<file path="src/rtl/braille_pkg.sv">
// Shared types and constants for the braille playback sequencer and its button front end.
package braille_pkg;

  typedef enum logic [1:0] {
    PAUSED  = 2'd0,
    PLAY    = 2'd1,
    RESTART = 2'd2
  } seq_state_t;

  localparam logic [1:0] DWELL_SEL_1X = 2'd0;
  localparam logic [1:0] DWELL_SEL_2X = 2'd1;
  localparam logic [1:0] DWELL_SEL_4X = 2'd2;
  localparam logic [1:0] DWELL_SEL_8X = 2'd3;

  localparam logic [7:0] CELL_COUNT_MAX = 8'd255;

  // Dwell period in cycles for a given base and multiplier select.
  function automatic int unsigned dwell_period(input int unsigned base, input logic [1:0] sel);
    return base << sel;
  endfunction

endpackage

</file>
<file path="src/rtl/braille_playback_sequencer_button_debounce.sv">
// One push-button front end: 2-FF synchroniser, stability debounce, and a one-cycle
// press event on each accepted rising level. Raw edge to press is 2+DEBOUNCE_CYCLES+1 cycles.
module button_debounce #(
  parameter int DEBOUNCE_CYCLES = 16
) (
  input  logic clk,
  input  logic reset,
  input  logic raw,
  output logic press
);

  localparam int CNT_W = $clog2(DEBOUNCE_CYCLES);
  localparam logic [CNT_W-1:0] CNT_LAST = CNT_W'(DEBOUNCE_CYCLES - 1);

  logic             sync1;
  logic             sync2;
  logic             level;
  logic             level_d;
  logic [CNT_W-1:0] cnt;

  // NOTE: non-blocking assignments so every flop samples its pre-edge inputs.
  always_ff @(posedge clk) begin
    if (reset) begin
      sync1   <= 1'b0;
      sync2   <= 1'b0;
      level   <= 1'b0;
      level_d <= 1'b0;
      cnt     <= '0;
      press   <= 1'b0;
    end else begin
      sync1   <= raw;
      sync2   <= sync1;
      level_d <= level;
      press   <= level & ~level_d;
      // Any return to the accepted level restarts the stability window.
      if (sync2 == level) begin
        cnt <= '0;
      end else if (cnt == CNT_LAST) begin
        level <= sync2;
        cnt   <= '0;
      end else begin
        cnt <= cnt + 1'b1;
      end
    end
  end

endmodule

</file>
<file path="src/rtl/braille_playback_sequencer.sv">
// Playback sequencer: turns debounced buttons into gated `next` advances (manual or timed)
// and a fixed-length pipeline restart for the braille converter/memory/reader chain.
module braille_playback_sequencer
  import braille_pkg::*;
#(
  parameter int DEBOUNCE_CYCLES = 16,
  parameter int DWELL_BASE      = 1024,
  parameter int RESTART_CYCLES  = 4
) (
  input  logic       clk,
  input  logic       reset,
  input  logic       btn_next_raw,
  input  logic       btn_play_raw,
  input  logic       btn_rst_raw,
  input  logic [1:0] dwell_sel,
  input  logic       braille_valid,
  output logic       next,
  output logic       pipe_reset,
  output logic       playing,
  output logic [7:0] cell_count
);

  // Counter must reach (DWELL_BASE << 3) - 1 for the 8x setting.
  localparam int DW_W = $clog2(DWELL_BASE) + 3;
  localparam int RC_W = $clog2(RESTART_CYCLES + 1);
  localparam logic [RC_W-1:0] RC_LAST    = RC_W'(RESTART_CYCLES - 1);
  localparam logic [DW_W-1:0] DWELL_INIT = DW_W'(DWELL_BASE - 1);

  logic next_ev;
  logic play_ev;
  logic rst_ev;

  button_debounce #(.DEBOUNCE_CYCLES(DEBOUNCE_CYCLES)) u_db_next (
    .clk   (clk),
    .reset (reset),
    .raw   (btn_next_raw),
    .press (next_ev)
  );

  button_debounce #(.DEBOUNCE_CYCLES(DEBOUNCE_CYCLES)) u_db_play (
    .clk   (clk),
    .reset (reset),
    .raw   (btn_play_raw),
    .press (play_ev)
  );

  button_debounce #(.DEBOUNCE_CYCLES(DEBOUNCE_CYCLES)) u_db_rst (
    .clk   (clk),
    .reset (reset),
    .raw   (btn_rst_raw),
    .press (rst_ev)
  );

  seq_state_t      state_q, state_d;
  logic            pending_q, pending_d;
  logic [RC_W-1:0] rcnt_q, rcnt_d;
  logic [DW_W-1:0] dwell_cnt_q, dwell_cnt_d;
  logic [DW_W-1:0] dwell_last_q, dwell_last_d;
  logic            next_d;
  logic            pipe_reset_d;
  logic            playing_d;
  logic [7:0]      cell_count_d;

  logic            can_pulse;
  logic            at_term;
  logic            dwell_clr;
  logic            dwell_inc;
  logic [DW_W-1:0] dwell_last_sel;

  assign dwell_last_sel = DW_W'(dwell_period(DWELL_BASE, dwell_sel) - 1);
  assign at_term        = (dwell_cnt_q == dwell_last_q);
  // The registered `next` doubles as the one-cycle hold-off between pulses.
  assign can_pulse      = braille_valid & ~next;

  // NOTE: every always_comb target gets a default first so no path infers a latch.
  always_comb begin
    state_d      = state_q;
    pending_d    = pending_q;
    rcnt_d       = rcnt_q;
    next_d       = 1'b0;
    pipe_reset_d = 1'b0;
    cell_count_d = cell_count;
    dwell_clr    = 1'b0;
    dwell_inc    = 1'b0;

    if (rst_ev && state_q != RESTART) begin
      state_d      = RESTART;
      pipe_reset_d = 1'b1;
      pending_d    = 1'b0;
      rcnt_d       = '0;
      cell_count_d = '0;
      dwell_clr    = 1'b1;
    end else begin
      case (state_q)
        PAUSED: begin
          dwell_clr = 1'b1;
          if (play_ev) begin
            state_d = PLAY;
          end else if (next_ev || pending_q) begin
            if (can_pulse) begin
              next_d    = 1'b1;
              pending_d = 1'b0;
            end else begin
              pending_d = 1'b1;
            end
          end
        end

        PLAY: begin
          if (play_ev) begin
            state_d   = PAUSED;
            pending_d = 1'b0;
            dwell_clr = 1'b1;
          end else if (next_ev || (pending_q && can_pulse)) begin
            dwell_clr = 1'b1;
            if (can_pulse) begin
              next_d    = 1'b1;
              pending_d = 1'b0;
            end else begin
              pending_d = 1'b1;
            end
          end else if (at_term) begin
            // Hold at the terminal count until the converter has a valid cell.
            if (can_pulse) begin
              next_d    = 1'b1;
              dwell_clr = 1'b1;
            end
          end else begin
            dwell_inc = 1'b1;
          end
        end

        RESTART: begin
          dwell_clr = 1'b1;
          pending_d = 1'b0;
          if (rcnt_q == RC_LAST) begin
            state_d = PAUSED;
          end else begin
            rcnt_d       = rcnt_q + 1'b1;
            pipe_reset_d = 1'b1;
          end
        end

        default: begin
          state_d   = PAUSED;
          pending_d = 1'b0;
          dwell_clr = 1'b1;
        end
      endcase
    end

    if (next_d && cell_count != CELL_COUNT_MAX) begin
      cell_count_d = cell_count + 8'd1;
    end

    playing_d = (state_d == PLAY);

    // The period limit is re-sampled on every clear, so dwell_sel changes land next period.
    if (dwell_clr) begin
      dwell_cnt_d  = '0;
      dwell_last_d = dwell_last_sel;
    end else begin
      dwell_cnt_d  = dwell_inc ? dwell_cnt_q + 1'b1 : dwell_cnt_q;
      dwell_last_d = dwell_last_q;
    end
  end

  always_ff @(posedge clk) begin
    if (reset) begin
      state_q      <= PAUSED;
      pending_q    <= 1'b0;
      rcnt_q       <= '0;
      dwell_cnt_q  <= '0;
      dwell_last_q <= DWELL_INIT;
      next         <= 1'b0;
      pipe_reset   <= 1'b0;
      playing      <= 1'b0;
      cell_count   <= '0;
    end else begin
      state_q      <= state_d;
      pending_q    <= pending_d;
      rcnt_q       <= rcnt_d;
      dwell_cnt_q  <= dwell_cnt_d;
      dwell_last_q <= dwell_last_d;
      next         <= next_d;
      pipe_reset   <= pipe_reset_d;
      playing      <= playing_d;
      cell_count   <= cell_count_d;
    end
  end

endmodule

</file>
<file path="config.mk">
export PLATFORM = sky130hd
export DESIGN_NAME = braille_playback_sequencer
export DESIGN_NICKNAME = d
export VERILOG_FILES = /design/src/rtl/braille_pkg.sv /design/src/rtl/braille_playback_sequencer_button_debounce.sv /design/src/rtl/braille_playback_sequencer.sv
export SDC_FILE = /design/constraint.sdc
export NUM_CORES = 1
export LEC_CHECK = 0
export BUFFER_PORTS_ARGS = -buffer_cell sky130_fd_sc_hd__buf_2
export CAP_MARGIN = 20
export CORE_AREA = 2 2 95 97
export CTS_CLUSTER_SIZE = 14
export DETAILED_ROUTE_END_ITERATION = 6
export DIE_AREA = 0 0 97 99
export SYNTH_ARGS = -nofsm -noshare
export SYNTH_HDL_FRONTEND = slang
export SYNTH_HIERARCHICAL = 1
export SYNTH_SLANG_ARGS = --single-unit
export TNS_END_PERCENT = 5
</file>
<file path="constraint.sdc">
create_clock -name clk -period 2.2 [get_ports clk]
set_clock_uncertainty 0.15 [all_clocks]
set_input_delay 0.22 -clock clk [delete_from_list [all_inputs] [get_ports clk]]
set_output_delay 0.22 -clock clk [all_outputs]
set_load 0.02 [all_outputs]
</file>
After elaboration in Yosys (flattened, before gate mapping)
Index checks and enable logic that the tools add are counted.
Storage, ports and cells
  register bits after elaboration: 70
  bits in latches: 0
  bits in writable memories: 0
  bits in read-only memories: 0
  output and inout bits: 11
  logic and storage cells: 113
  memories: 0
Operators by class
  add/sub/neg operators: 7
  multiply operators: 0
  divide/modulo/power cells: 0
  $lt $le $gt $ge: 0
  eq/ne operators: 16
  shift-type cells: 1
  mux-type cells: 33
  bitwise logic cells: 12
  reductions and logical operators: 17
Operator list (count)
  $mux W1: 24
  $mux W8: 2
  $add A13 B1 Y13 const B: 1
  $eq A13 B13 Y1: 1
  $shl A11 B2 Y13 const A: 1
  $sub A13 B1 Y13 const B: 1
  $add A4 B1 Y4 const B: 3
  $eq A4 B4 Y1 const B: 3
  $reduce_or A3 Y1: 3
  $add A8 B1 Y8 const B: 1
  $mux W2: 4
  $ne A8 B8 Y1 const B: 1
  $not A1 Y1: 8
  $reduce_and A2 Y1: 4
  $ne A2 B2 Y1 const B: 3
  $pmux W2 S3: 1
  $and A1 B1 Y1: 4
  $eq A2 B1 Y1 const B: 2
  $pmux W1 S2: 2
  $reduce_or A2 Y1: 2
  $add A3 B1 Y3 const B: 1
  $eq A1 B1 Y1: 3
  $eq A3 B2 Y1 const B: 1
  $logic_and A1 B1 Y1: 3
  other kinds (6): 7

Depth between registers and ports, before layout
  depth in word-level cells: 10
  depth in mapped cells: 7
  mapped depth without buffers: 6

Modules after synthesis
Netlist, hierarchy kept.
By module, submodules not included
  braille_playback_sequencer: times used 1, cells an instance 183, area an instance 1626.6 sq um, sequential area each 660.6 sq um
  button_debounce: times used 3, cells an instance 27, area an instance 304.0 sq um, sequential area each 180.2 sq um

Least setup slack after synthesis
OpenSTA, ideal clock, no wires.
  path type: reg2reg
  from: reg state_q[1]
  to: reg dwell_cnt_q[11]
  arrival: 1885 ps
  required time: 1980 ps
  path slack: 95 ps
  cell stages (with the launch flop): 6
  clock period less this slack: 2105 ps
  cells stage by stage: dfxtp_1 > or3_4 > a2111oi_4 > o21ai_2 > or4_1 > a21oi_1
Between the ends
  cells in the longest elaborated chain, start to end: 4
  elaborated cells on any way between the ends: 8
  classes of those cells: 2 x eq/ne; 4 x mux; 2 x reduce/logical
Ends and longest elaborated chain
  start, declared: RTL line braille_playback_sequencer.sv:54  | seq_state_t state_q, state_d;
  start signal, assigned: RTL line braille_playback_sequencer.sv:180  | state_q <= state_d;
  $eq A2 B1 Y1 or $ne A2 B2 Y1 (tied branches): RTL line braille_playback_sequencer.sv:94, braille_playback_sequencer.sv:86
  $mux W1 or $logic_and A1 B1 Y1 (tied branches): RTL line braille_playback_sequencer.sv:94, braille_playback_sequencer.sv:86
  $mux W1: RTL line braille_playback_sequencer.sv:86  | if (rst_ev && state_q != RESTART) begin
  $reduce_or A2 Y1 (no source line)
  end signal, assigned: RTL line braille_playback_sequencer.sv:183  | dwell_cnt_q <= dwell_cnt_d;
  end, declared: RTL line braille_playback_sequencer.sv:57  | logic [DW_W-1:0] dwell_cnt_q, dwell_cnt_d;
Several ways; a longest one is shown, not always the timed one.
A chain may end at the register's enable or synchronous reset.

Final worst setup path
  from: reg next
  to: reg dwell_cnt_q[9]
Between the ends
  cells in the longest elaborated chain, start to end: 9
  elaborated cells on any way between the ends: 15
  classes of those cells: 10 x mux; 2 x bitwise; 3 x reduce/logical
Ends and longest elaborated chain
  start, declared: RTL line braille_playback_sequencer.sv:17  | output logic next,
  start signal, assigned: RTL line braille_playback_sequencer.sv:185  | next <= next_d;
  $not A1 Y1 (*): RTL line braille_playback_sequencer.sv:73  | assign can_pulse = braille_valid & ~next;
  $and A1 B1 Y1 (*): RTL line braille_playback_sequencer.sv:73
  $mux W1 or $logic_and A1 B1 Y1 (tied branches): RTL line braille_playback_sequencer.sv:124, braille_playback_sequencer.sv:114
  $mux W1 or $logic_or A1 B1 Y1 (tied branches): RTL line braille_playback_sequencer.sv:122, braille_playback_sequencer.sv:114
  $mux W1: RTL line braille_playback_sequencer.sv:114  | end else if (next_ev || (pending_q && can_pulse)) begin
  $mux W1: RTL line braille_playback_sequencer.sv:110  | if (play_ev) begin
  $mux W1: RTL line braille_playback_sequencer.sv:94  | case (state_q)
  $mux W1: RTL line braille_playback_sequencer.sv:86
  $reduce_or A2 Y1 (no source line)
Every way passes the cells marked *; elsewhere a longest branch is shown, timed or not.

==> results.toml <==
[floorplan]
die_w_um = 97
start_util_pct = 29.7
dieArea_um2 = 9600
coreArea_um2 = 8550
io_pins = 19
die_h_um = 99
num_rows = 34

[clock_tree]
cts_sinks = 60
cts.path.max_buffers = 2
cts.htree.levels = 3
cts_buffers = 9
cts-root-buf = "clkbuf_8"
clk_latency_ps = 330
clkTransAtPathRegs_ps = 70
cts_tree = "yes"

[sta]
finalCriticalPeriod_ps = 2130
hold_ws_ps = 31.3
period_share_pct = 96.7
hold_viol = 0
drv_slew = 0
max_freq_mhz = 470
slew_headroom_pct = 73.7
grt_setup_unrepaired = "yes"
worst_pin_slew_ps = 390
finalSetupViolations = 0
timing.setup.tns_ps = 0

[route]
drc = 0
num_vias = 2003
dr.pass1.iters = 4
routed_wirelength_mm = 4.62
vias_per_cell = 4.77
drtIter0Drc = 114
wire_per_inst_um = 11.0
drtAntennaViolNets = 0

[critical_path]
critPathArrivalTime_ps = 2230
critPathKind = "reg -> reg"
critPathLaunchType = "register"
endpoint_kind = "register"
worstPathMaxFanout = 7
required_ps = 2300

[final_layout]
diodes = 0
layout.nets = 322
final_common_cell = "dfxtp_1"
layout-drive-gt1-share_pct = 20.5
syn_to_final_growth_pct = 22.3
layout_common_cells = "60 x dfxtp_1, 33 x nor2_1, 18 x buf_2"
layoutNonFillerInstCount = 420

[synth]
ys_types = 46
synth_seq_area_share_pct = 47.3
synth_cells = 264
synth-main-ff-cell = "dfxtp_1"
yosysWarnings = 6
syn_nets = 279
synth_top_area_cell = "dfxtp_1"
ys_async_sr_fraction_pct = 0
synth.area.top_cells = "dfxtp_1 47%, nor2_1 4.9%, xnor2_1 4.5%, ha_1 3.4%, nor2b_1 3.4%"
synth_top_area_share_pct = 47.3
ys_ff_latch = 60
synth_edf_count = 0
syn_avg_cell_area_um2 = 9.62
syn-cell-area_um2 = 2540

[pwr]
ir_drop_uv = 299
powerDensity_nw_per_um2 = 715
p_leak_nw = 1.13
power_mw = 2.22

[global_route]
antenna_found_initial = 0
grt_pass1_vias = 1823
grt_pass1_wl_mm = 8.09
grt_max_degree = 21
grt-ovfl-total = 0
grtUsageTotal_pct = 10.3

[run_status]
status = "finished clean"

[placement]
hpwl_mm = 3.33
place_congestion = 0.854
dp_cells = 399
portBuffers = 18

[min_path]
hp-class = "in -> reg"

[job]
drv_cap = 0
[metrics by stage]
stage | util, % | cell area (um^2) | setup slack, ps
after floorplan | - | 2540 | 95.4
after global placement | 33.1 | 2830 | 45.8
after detailed placement | 33.1 | 2830 | 4.60
after CTS | 36.2 | 3100 | 41.1
after global routing | 36.3 | 3110 | -53.8
final | 36.3 | 3110 | 73.1
[cell type report]
type,count,area (um^2)
multi-input cells,190,1280
clock buffers,11,141
repair buffers,35,228
flip-flops and latches,60,1200
well taps,108,135
fillers,877,5450
inverters,11,41.3
clock inverters,5,75.1
[sequential cells by signal, summed over array words and instances, names as in the netlist, 2 cells and up]
register and count:
dwell_last_q 3, u_db_next/cnt 4, state_q 2, rcnt_q 3, dwell_cnt_q 13, u_db_play/cnt 4, cell_count 8, u_db_rst/cnt 4
[critical path: stages (launching register included)]
cell and delay [ps]:
dfxtp_1 360, and2b_2 260, a2111oi_4 430, o21ai_2 180, or4_1 500, a21oi_1 180
[final timing paths]
path	from	end	slack [ps]	cells after the start
hold reg to reg	u_db_play/level_d$_SDFF_PP0_	u_db_play/press$_SDFF_PP0_	230	1
hold / removal	dwell_sel[0]	dwell_last_q[12]$_SDFFE_PP0P_	30	3
setup / recovery	next$_SDFF_PP0_	dwell_cnt_q[9]$_SDFFE_PP0P_	70	5
setup reg to reg	next$_SDFF_PP0_	dwell_cnt_q[9]$_SDFFE_PP0P_	70	5
[synth_stat cells, types with 2 or more instances]
cell type	n
nor3_1	3
inv_1	11
nor2_1	33
o31ai_2	2
xnor2_1	13
nand3_1	12
dfxtp_1	60
ha_1	7
and3_4	3
a22o_1	2
nor2b_1	14
xor2_1	5
nand4_1	7
o211ai_1	4
a211oi_1	2
o31ai_1	4
or3_4	4
or3_1	6
nor4_1	5
nand2_1	8
mux2i_1	6
or4_1	5
nand2b_1	2
o21ai_0	11
a21oi_1	14
[repair_timing]
item	4_1_cts	5_1_grt
resized for setup	0	2
hold buffers	4	0
setup buffers	1	0
hold endpoints to repair	4	0
setup endpoints to repair	3	14
cloned	0	0
pin swaps	1	0
[routing by layer]
layer	wire (um)	vias to the layer above	track usage [%]
met2	2120	29	16.2
li1	-	1037	-
met1	2280	935	12.8
met4	29	0	2.93
met5	0	-	0
met3	188	2	4.75
[report_power, final]
group,total (mW),internal [mW],switching [mW]
clock,1.06,0.663,0.401
combinational,0.0542,0.0253,0.0289
sequential,1.10,1.10,0.00540
[logic make-up after synthesis]
group / after synthesis / share of synthesized area, %
AO/OA/AOI/OAI: 48 / 13.6
flip-flops: 60 / 47.3
XOR/XNOR: 18 / 6.21
adder cells (fa/ha/maj): 7 / 3.45
buffers and inverters: 14 / 2.41
AND/OR/NAND/NOR: 111 / 24.7
multiplexers: 6 / 2.37
(Power assumes the default switching activity.)
